===== src/rtl/dcache.sv =====
// Direct-mapped, write-back, write-allocate data cache with a single line-wide
// memory port used for both victim writebacks and line fills.
package dcache_pkg;
  localparam int XLEN            = 32;
  localparam int ADDRESS_WIDTH   = 32;
  localparam int NUM_CACHE_LINES = 4;

  typedef enum logic {
    SIZE_B = 1'b0,
    SIZE_W = 1'b1
  } data_size_e;
endpackage

module dcache
  import dcache_pkg::*;
#(
  parameter int NUM_LINES  = NUM_CACHE_LINES,
  parameter int LINE_WIDTH = 128
) (
  input  logic                     clk,
  input  logic                     reset,
  input  logic                     req_valid_in,
  input  logic                     req_write_in,
  input  logic [ADDRESS_WIDTH-1:0] req_addr_in,
  input  logic [XLEN-1:0]          req_wdata_in,
  input  data_size_e               req_size_in,
  output logic                     req_ready_out,
  output logic [XLEN-1:0]          rdata_out,
  output logic                     mem_req_out,
  output logic                     mem_write_out,
  output logic [ADDRESS_WIDTH-1:0] mem_addr_out,
  output logic [LINE_WIDTH-1:0]    mem_wdata_out,
  input  logic                     mem_ack_in,
  input  logic [LINE_WIDTH-1:0]    mem_rdata_in
);

  localparam int LINE_BYTES    = LINE_WIDTH / 8;
  localparam int WORD_BYTES    = XLEN / 8;
  localparam int WORDS         = LINE_WIDTH / XLEN;
  localparam int OFFSET_BITS   = $clog2(LINE_BYTES);
  localparam int INDEX_BITS    = $clog2(NUM_LINES);
  localparam int TAG_BITS      = ADDRESS_WIDTH - OFFSET_BITS - INDEX_BITS;
  localparam int BYTE_SEL_BITS = $clog2(WORD_BYTES);
  localparam int WORD_SEL_BITS = (WORDS > 1) ? $clog2(WORDS) : 1;

  localparam logic [1:0] ST_IDLE      = 2'd0;
  localparam logic [1:0] ST_WRITEBACK = 2'd1;
  localparam logic [1:0] ST_FILL      = 2'd2;

  logic [1:0]               state_reg, state_next;
  logic [NUM_LINES-1:0]     valid_reg, dirty_reg;
  logic [TAG_BITS-1:0]      tag_mem  [NUM_LINES];
  logic [LINE_WIDTH-1:0]    data_mem [NUM_LINES];
  logic [INDEX_BITS-1:0]    fill_index_reg, fill_index_next;
  logic [TAG_BITS-1:0]      fill_tag_reg, fill_tag_next;
  logic [ADDRESS_WIDTH-1:0] mem_addr_reg, mem_addr_next;
  logic [LINE_WIDTH-1:0]    mem_wdata_reg, mem_wdata_next;

  logic [OFFSET_BITS-1:0]   req_offset;
  logic [INDEX_BITS-1:0]    req_index;
  logic [TAG_BITS-1:0]      req_tag;
  logic [WORD_SEL_BITS-1:0] word_sel;
  logic [BYTE_SEL_BITS-1:0] byte_sel;
  logic [LINE_WIDTH-1:0]    line_rd;
  logic [LINE_WIDTH-1:0]    store_line;
  logic [XLEN-1:0]          line_word;
  logic [7:0]               line_byte;
  logic                     hit, miss, store_hit, fill_done;

  assign {req_tag, req_index, req_offset} = req_addr_in;
  assign word_sel  = WORD_SEL_BITS'(req_offset >> BYTE_SEL_BITS);
  assign byte_sel  = req_offset[BYTE_SEL_BITS-1:0];
  assign line_rd   = data_mem[req_index];
  assign line_word = line_rd[word_sel*XLEN +: XLEN];
  assign line_byte = line_word[byte_sel*8 +: 8];

  assign hit       = (state_reg == ST_IDLE) && req_valid_in && valid_reg[req_index] &&
                     (tag_mem[req_index] == req_tag);
  assign miss      = (state_reg == ST_IDLE) && req_valid_in && !hit;
  assign store_hit = hit && req_write_in;
  // A fill acknowledged in the same edge as reset must not land in the array.
  assign fill_done = (state_reg == ST_FILL) && mem_ack_in && reset;

  assign req_ready_out = hit;
  assign mem_req_out   = (state_reg != ST_IDLE);
  assign mem_write_out = (state_reg == ST_WRITEBACK);
  assign mem_addr_out  = mem_addr_reg;
  assign mem_wdata_out = mem_wdata_reg;

  always_comb begin
    rdata_out = '0;
    if (hit && !req_write_in) begin
      if (req_size_in == SIZE_W) rdata_out = line_word;
      else                       rdata_out = {{(XLEN-8){1'b0}}, line_byte};
    end
  end

  // Byte-granular merge of store data into the currently indexed line.
  genvar gi;
  generate
    for (gi = 0; gi < LINE_BYTES; gi++) begin : g_store_byte
      logic byte_we;
      assign byte_we = (req_size_in == SIZE_W) ?
                       (WORD_SEL_BITS'(gi / WORD_BYTES) == word_sel) :
                       (OFFSET_BITS'(gi) == req_offset);
      assign store_line[gi*8 +: 8] = !byte_we ? line_rd[gi*8 +: 8] :
                                     (req_size_in == SIZE_W) ?
                                     req_wdata_in[(gi % WORD_BYTES)*8 +: 8] :
                                     req_wdata_in[7:0];
    end
  endgenerate

  always_comb begin
    state_next      = state_reg;
    fill_index_next = fill_index_reg;
    fill_tag_next   = fill_tag_reg;
    mem_addr_next   = mem_addr_reg;
    mem_wdata_next  = mem_wdata_reg;
    case (state_reg)
      ST_IDLE: begin
        if (miss) begin
          fill_index_next = req_index;
          fill_tag_next   = req_tag;
          if (valid_reg[req_index] && dirty_reg[req_index]) begin
            state_next     = ST_WRITEBACK;
            mem_addr_next  = {tag_mem[req_index], req_index, {OFFSET_BITS{1'b0}}};
            mem_wdata_next = line_rd;
          end else begin
            state_next     = ST_FILL;
            mem_addr_next  = {req_tag, req_index, {OFFSET_BITS{1'b0}}};
            mem_wdata_next = '0;
          end
        end
      end
      ST_WRITEBACK: begin
        if (mem_ack_in) begin
          state_next     = ST_FILL;
          mem_addr_next  = {fill_tag_reg, fill_index_reg, {OFFSET_BITS{1'b0}}};
          mem_wdata_next = '0;
        end
      end
      ST_FILL: begin
        if (mem_ack_in) begin
          state_next    = ST_IDLE;
          mem_addr_next = '0;
        end
      end
      default: begin
        state_next     = ST_IDLE;
        mem_addr_next  = '0;
        mem_wdata_next = '0;
      end
    endcase
  end

  always_ff @(posedge clk) begin
    if (!reset) begin
      state_reg      <= ST_IDLE;
      valid_reg      <= '0;
      dirty_reg      <= '0;
      fill_index_reg <= '0;
      fill_tag_reg   <= '0;
      mem_addr_reg   <= '0;
      mem_wdata_reg  <= '0;
    end else begin
      state_reg      <= state_next;
      fill_index_reg <= fill_index_next;
      fill_tag_reg   <= fill_tag_next;
      mem_addr_reg   <= mem_addr_next;
      mem_wdata_reg  <= mem_wdata_next;
      if (store_hit) dirty_reg[req_index] <= 1'b1;
      if (fill_done) begin
        valid_reg[fill_index_reg] <= 1'b1;
        dirty_reg[fill_index_reg] <= 1'b0;
      end
    end
  end

  // Tag and data arrays carry no reset; the valid bits gate their use.
  always_ff @(posedge clk) begin
    if (store_hit) begin
      data_mem[req_index] <= store_line;
    end else if (fill_done) begin
      data_mem[fill_index_reg] <= mem_rdata_in;
      tag_mem[fill_index_reg]  <= fill_tag_reg;
    end
  end

endmodule


===== config.mk =====
export PLATFORM = sky130hd
export DESIGN_NAME = dcache
export DESIGN_NICKNAME = d
export VERILOG_FILES = /design/src/rtl/dcache.sv
export SDC_FILE = /design/constraint.sdc
export NUM_CORES = 1
export LEC_CHECK = 0
export BUFFER_PORTS_ARGS = -buffer_cell sky130_fd_sc_hd__buf_2
export CAP_MARGIN = 10
export CELL_PAD_IN_SITES_DETAIL_PLACEMENT = 2
export CELL_PAD_IN_SITES_GLOBAL_PLACEMENT = 2
export CORE_AREA = 2 2 311 313
export CTS_CLUSTER_SIZE = 40
export DETAILED_ROUTE_END_ITERATION = 8
export DIE_AREA = 0 0 313 315
export PLACE_DENSITY_LB_ADDON = 0.1
export SYNTH_ARGS = -nofsm -noshare
export SYNTH_HDL_FRONTEND = slang
export SYNTH_SLANG_ARGS = --single-unit

===== constraint.sdc =====
create_clock -name clk -period 11.8 [get_ports clk]
set_clock_uncertainty 0.15 [all_clocks]
set_input_delay 0.59 -clock clk [delete_from_list [all_inputs] [get_ports clk]]
set_output_delay 0.59 -clock clk [all_outputs]
set_load 0.005 [all_outputs]

=== Yosys cells after proc, flatten, opt, wreduce, memory -nomap -nowiden ===
Memory sizes are Yosys's and may differ from the RTL's.
Index checks and enable logic that the tools add are counted.

* Reductions and logical operators: 21
* Magnitude comparators: 4
* Add/sub/neg operators: 0
* Shifts and indexed selects: 2
* Bitwise operators: 5
* Divide/modulo/power cells: 0
* Multipliers: 0
* Equal/unequal tests: 24
* Multiplexer cells: 70

{| class="wikitable"
|+ Operators with widths
! cell !! count
|-
| 128-bit 2-to-1 mux || 4
|-
| 128-bit one-hot mux with 3 select lines || 1
|-
| 32-bit 2-to-1 mux || 6
|-
| 8-bit 2-to-1 mux || 19
|-
| 128-bit OR reduction || 1
|-
| 128-bit by 8-bit indexed part select with 32-bit output || 1
|-
| 32-bit one-hot mux with 3 select lines || 1
|-
| 4-bit equality test (first input constant) || 8
|-
| 32-bit by 6-bit indexed part select with 8-bit output || 1
|-
| 26-bit equality test || 1
|-
| 1-bit 2-to-1 mux || 26
|-
| 3-bit by 4-bit equality test with 1-bit output (first input constant) || 4
|-
| 4-bit 2-to-1 mux || 3
|-
| 1-bit logical AND || 11
|-
| 2-bit 2-to-1 mux || 5
|-
| 2-bit by 4-bit equality test with 1-bit output (first input constant) || 2
|-
| 4-bit OR || 2
|-
| 2-bit by 3-bit < comparator with 1-bit output (second input constant) || 2
|-
| 2-bit one-hot mux with 3 select lines || 1
|-
| 3-bit AND reduction || 2
|-
| 4-bit AND || 1
|-
| 1-bit binary-select mux with 2-bit select || 2
|-
| 1-bit demux with 2-bit select || 2
|-
| 1-bit by 4-bit equality test with 1-bit output (first input constant) || 1
|-
| 14 further kinds || 19
|}

* Bits in registers: 198
* Memories kept: 2
* Word-level logic and storage cells: 135
* Bits in writable memories: 616
* Memory bits (read-only): 0
* Bits in latches: 0
* Bits of input ports: 198

{| class="wikitable"
|+ Memories
! name !! depth !! bits a word !! read ports !! clocked after memory_dff !! write ports !! line !! source
|-
| data_mem || 4 || 128 || 1 || 0 || 1 || 53 || <nowiki>logic [LINE_WIDTH-1:0] data_mem [NUM_LINES];</nowiki>
|-
| tag_mem || 4 || 26 || 1 || 0 || 1 || 52 || <nowiki>logic [TAG_BITS-1:0] tag_mem [NUM_LINES];</nowiki>
|}

=== Depth between registers and ports, before layout ===
* Word-level depth: 9
* Gate-level depth with buffers: 14

=== Worst setup path before layout ===
No wires, ideal clock.

* Path type: input-to-reg
* Start point: input port reset
* End point: memory data_mem[2][0] (enable)
* Setup time: 792 ps
* Setup slack: 386 ps
* Stages: 5
* Data arrival time: 10472 ps
* Data required time: 10858 ps
* Cell sequence: inv_1 -> nor3_1 -> clkbuf_1 -> nand2_1 -> o21ai_0

* Word-level cells in the longest chain between the ends: 6
* Elaborated cells on any way between the ends: 7
* Classes of those cells: 5 x mux; 2 x reduce/logical

{| class="wikitable"
|+ RTL lines
! what !! line !! source
|-
| start, declared || 21 || <nowiki>input logic reset,</nowiki>
|-
| 1-bit logical AND (*) || 82 || <nowiki>assign fill_done = (state_reg == ST_FILL) && mem_ack_in && reset;</nowiki>
|-
| 1-bit 2-to-1 mux (*) || 183 || <nowiki>end else if (fill_done) begin</nowiki>
|-
| 1-bit 2-to-1 mux (*) || 181 || <nowiki>if (store_hit) begin</nowiki>
|-
| 1-bit 2-to-1 mux (implied by the code) (*) || 184 || <nowiki>data_mem[fill_index_reg] <= mem_rdata_in;</nowiki>
|-
| 128-bit OR reduction (no line) || - ||
|-
| 2-bit 2-to-1 mux (no line) / 1-bit 2-to-1 mux (equally long branches) || - ||
|-
| end, declared || 53 ||
|}

Every way passes the cells marked *; elsewhere a longest branch is shown, timed or not.

=== Worst setup path after layout ===
* Start point: input port req_addr_in[5]
* End point: output port rdata_out[26]

* Word-level cells in the longest chain between the ends: 6
* Elaborated cells on any way between the ends: 11
* Classes of those cells: 1 x eq/ne; 1 x shift; 4 x mux; 3 x reduce/logical; 2 x memory

{| class="wikitable"
|+ RTL lines
! what !! line !! source
|-
| start, declared || 24 || <nowiki>input logic [ADDRESS_WIDTH-1:0] req_addr_in,</nowiki>
|-
| branches (longest 5 deep; another with memory read 4 x 128 bit) || - ||
|-
| 32-bit 2-to-1 mux (*) || 92 || <nowiki>if (hit && !req_write_in) begin</nowiki>
|-
| end, declared || 28 || <nowiki>output logic [XLEN-1:0] rdata_out,</nowiki>
|}

Mark *: on every way between the ends. The select of a mux whose other input is x is not followed.

==> impl_metrics.yaml <==
floorplanning:
  die-area_um2: 98600
  die_x_um: 313
  initial_core_util_pct: 36.6
  core_um2: 95700
  rows: 114
  fp.dieH_um: 315
  io_pins: 393
final_layout:
  regMostFlops: "data_mem"
  fillers: 9551
  nets: 3116
  area.growth.synth_to_final_pct: 17.6
  layout-drive-gt1-share_pct: 25.5
  stdcell_area_um2: 41200
  final_core_util_pct: 43.0
  largest_register_ffs: 512
place:
  place_congestion: 0.782
  hpwl_um: 81800
  io_buffers: 388
  placed_area_um2: 38100
global_route:
  grt_usage_pct: 24.6
  grt_max_degree: 178
  grt_pass1_wl_um: 178000
  grt.overflow.total: 0
  grt_pass1_vias: 25400
  antenna_found_initial: 11
drt:
  firstDrtPassIters: 5
  post-route-drc-count: 0
  drtIter0Drc: 1656
  routed_wirelength_um: 122000
  antenna_left: 0
  vias: 23400
  wire_per_inst_um: 28.5
  viasPerCell: 5.47
critical_path:
  reg2reg_to: "data_mem[1][99]"
  cp_num_cells: 11
  cp-endpoint: "rdata_out[26]"
  r2r-start: "state_reg[0]"
  path_class: "input port to output port"
  worst-path-buf-inv: 4
  worst_setup_path_start_kind: "input port"
  cp.arrival_ns: 5.48
  worstPathRequired_ns: 11.06
  rrSetupSlack_ns: 6.65
  cp_top_family: "simple AND/OR/NAND/NOR gates"
  path_cells: "buf_6, buf_4, mux4_2, xor2_1, or4_1, or4_4, nor4_4, buf_4, nand3b_1, nor2b_1, buf_2"
  cpPeakStageDelay_ns: 0.76
  r2r_cells: 9
  cpMaxStageDelayCell: "nand3b_1"
  critPathMostFrequentCell: "buf_4"
  critPathLaunch: "req_addr_in[5]"
  cp-end-kind: "output port"
  worstPathMaxFanout: 60
clock_tree:
  ctsRootBufferMaster: "clkbuf_16"
  cts.sinks: 810
  postCtsHoldBufs: 0
  cts_resized: 0
  clk_pin_slew_worst_paths_ns: 0.05
  htreeDepth: 3
  clock_path_buffers: 3
  clock_latency_ns: 0.66
  cts_buffers: 93
  postCtsSetupBuffers: 0
  cts_tree: "built"
min_path:
  min_path_type: "input port to flop"
yosys:
  yosysUniqueCellTypes: 55
  synth_warnings: 0
  syn-cell-area_um2: 35000
  syn_inst: 2573
  yosys.area.top_type_share_pct: 52.8
  syn_area_per_cell_um2: 13.6
  synth_top_area_cell: "edfxtp_1"
  synth_edf_count: 616
  yosysSeqAreaShare_pct: 63.9
  netlist_top_cells_area: "edfxtp_1, dfxtp_1, mux4_2"
  synth-async-reset-ratio_pct: 0
  ys_ff_latch: 810
  synthFlopType: "edfxtp_1"
sta:
  clock.fmax_ghz: 0.161
  hold_violations: 0
  post-route-period-util_pct: 52.7
  rsz0062_at_grt: "no"
  relSlewSlack_pct: 20.2
  worst_slew_pin_slew_ns: 1.20
  fin_setup_tns_ns: 0
  setup_viol: 0
  slew_violations: 0
  fin_crit_ns: 6.22
run:
  drv_cap: 0
status:
  run_status: "complete, no violations"
power_and_ir_drop:
  ir_drop_mv: 0.0956
  power_density_nw_per_um2: 163
  power_leakage_nw: 14.7
-- worst min-delay path: stages --
cell,delay (ns)
buf_2,0.13
nand2_1,0.06
mux2i_1,0.05
-- layer usage --
metal,vias to the layer above,GRT usage [%],share of wire [%]
met2,623,41.4,49
li1,10200,-,-
met3,148,3.50,4.8
met5,-,0,0.019
met4,4,7.29,2.7
met1,12400,33.2,43
-- layout make-up --
class	count	area, um^2	area share, %
diodes	2	5.00	0.0122
clock buffers	132	2640	6.40
clock inverters	43	447	1.08
inverters	16	60.1	0.146
multi-input cells	1577	11800	28.6
flip-flops and latches	810	22400	54.4
well taps	1276	1600	3.88
repair buffers	420	2250	5.46
-- cell usage after synthesis, types with 3 or more instances --
| master | instances |
|---|---|
| nand2b_1 | 4 |
| a21oi_1 | 100 |
| xor2_1 | 7 |
| buf_6 | 6 |
| inv_1 | 14 |
| nor2_1 | 87 |
| nor2b_1 | 39 |
| buf_4 | 7 |
| nand3_1 | 10 |
| o21ai_0 | 190 |
| a211oi_1 | 10 |
| o22ai_1 | 13 |
| mux2i_1 | 251 |
| and2_1 | 7 |
| mux4_2 | 172 |
| nor3b_1 | 4 |
| buf_1 | 4 |
| o221a_2 | 3 |
| dfxtp_1 | 194 |
| nor3_1 | 10 |
| o21a_1 | 4 |
| and3_1 | 5 |
| nand2_1 | 594 |
| clkbuf_1 | 126 |
| edfxtp_1 | 616 |
| o211ai_1 | 4 |
| nand4_1 | 4 |
| a31oi_1 | 3 |
| or2_2 | 4 |
| xnor2_1 | 18 |
| mux2_2 | 6 |
| buf_2 | 19 |
| buf_8 | 11 |
-- through the flow --
stage	total power, mW	setup slack, ns	hold WS [ns]	std cells
6_report	6.70	5.58	0.0836	4276
5_1_grt	6.92	5.39	0.0746	4275
4_1_cts	6.78	5.58	0.0399	4274
3_5_place_dp	3.84	5.25	0.301	4099
3_3_place_gp	3.81	5.27	0.291	4099
2_1_floorplan	3.59	0.386	0.271	2576
-- power breakdown --
| group | total (mW) | internal (mW) | leakage [nW] | switching (mW) |
|---|---|---|---|---|
| clock | 2.93 | 1.73 | 1.52 | 1.20 |
| sequential | 3.18 | 3.15 | 7.13 | 0.0253 |
| combinational | 0.592 | 0.200 | 6.08 | 0.393 |
| total | 6.70 | 5.09 | 14.7 | 1.62 |
-- logic make-up (layout without fill, tap and decap cells) --
family / after synthesis / count (layout) / share of synthesized area (%)
buffers and inverters: 189 / 611 / 2.65
flip-flops: 810 / 810 / 63.9
multiplexers: 429 / 429 / 18.4
AND/OR/NAND/NOR: 776 / 776 / 9.01
other: 1 / 6 / 0.0107
AO/OA/AOI/OAI: 343 / 343 / 5.32
XOR/XNOR: 25 / 25 / 0.626
-- layout by cell type, fill, tap and decap left out, types with 5 or more instances in the layout --
cell,count
and3_1,5
nand3_1,10
mux4_2,172
mux2_2,6
nand2_1,592
bufinv_16,8
o21ai_0,189
clkbuf_1,25
nor3_1,7
clkbuf_16,95
xor2_1,7
mux2i_1,251
clkinv_1,11
clkbuf_8,12
nor2_1,83
xnor2_1,18
buf_4,28
o22ai_1,13
clkinv_2,17
nor2b_1,37
dfxtp_1,193
buf_2,386
a21oi_1,100
edfxtp_1,616
inv_1,14
a211oi_1,10
and2_1,7
-- worst min-delay path by stage --
| stage | slack [ns] | startpoint | cells after the start | to |
|---|---|---|---|---|
| floorplan | 0.27 | dirty_reg[1] | 2 | dirty_reg[1] |
| finish | 0.08 | req_addr_in[18] | 3 | fill_tag_reg[12] |
| detailed placement | 0.30 | mem_wdata_out[65] | 2 | mem_wdata_out[65] |
| global route | 0.07 | req_addr_in[29] | 3 | fill_tag_reg[23] |
| global placement | 0.29 | mem_wdata_out[111] | 2 | mem_wdata_out[111] |
| CTS | 0.04 | req_addr_in[18] | 3 | fill_tag_reg[12] |
(Power assumes the default switching activity.)
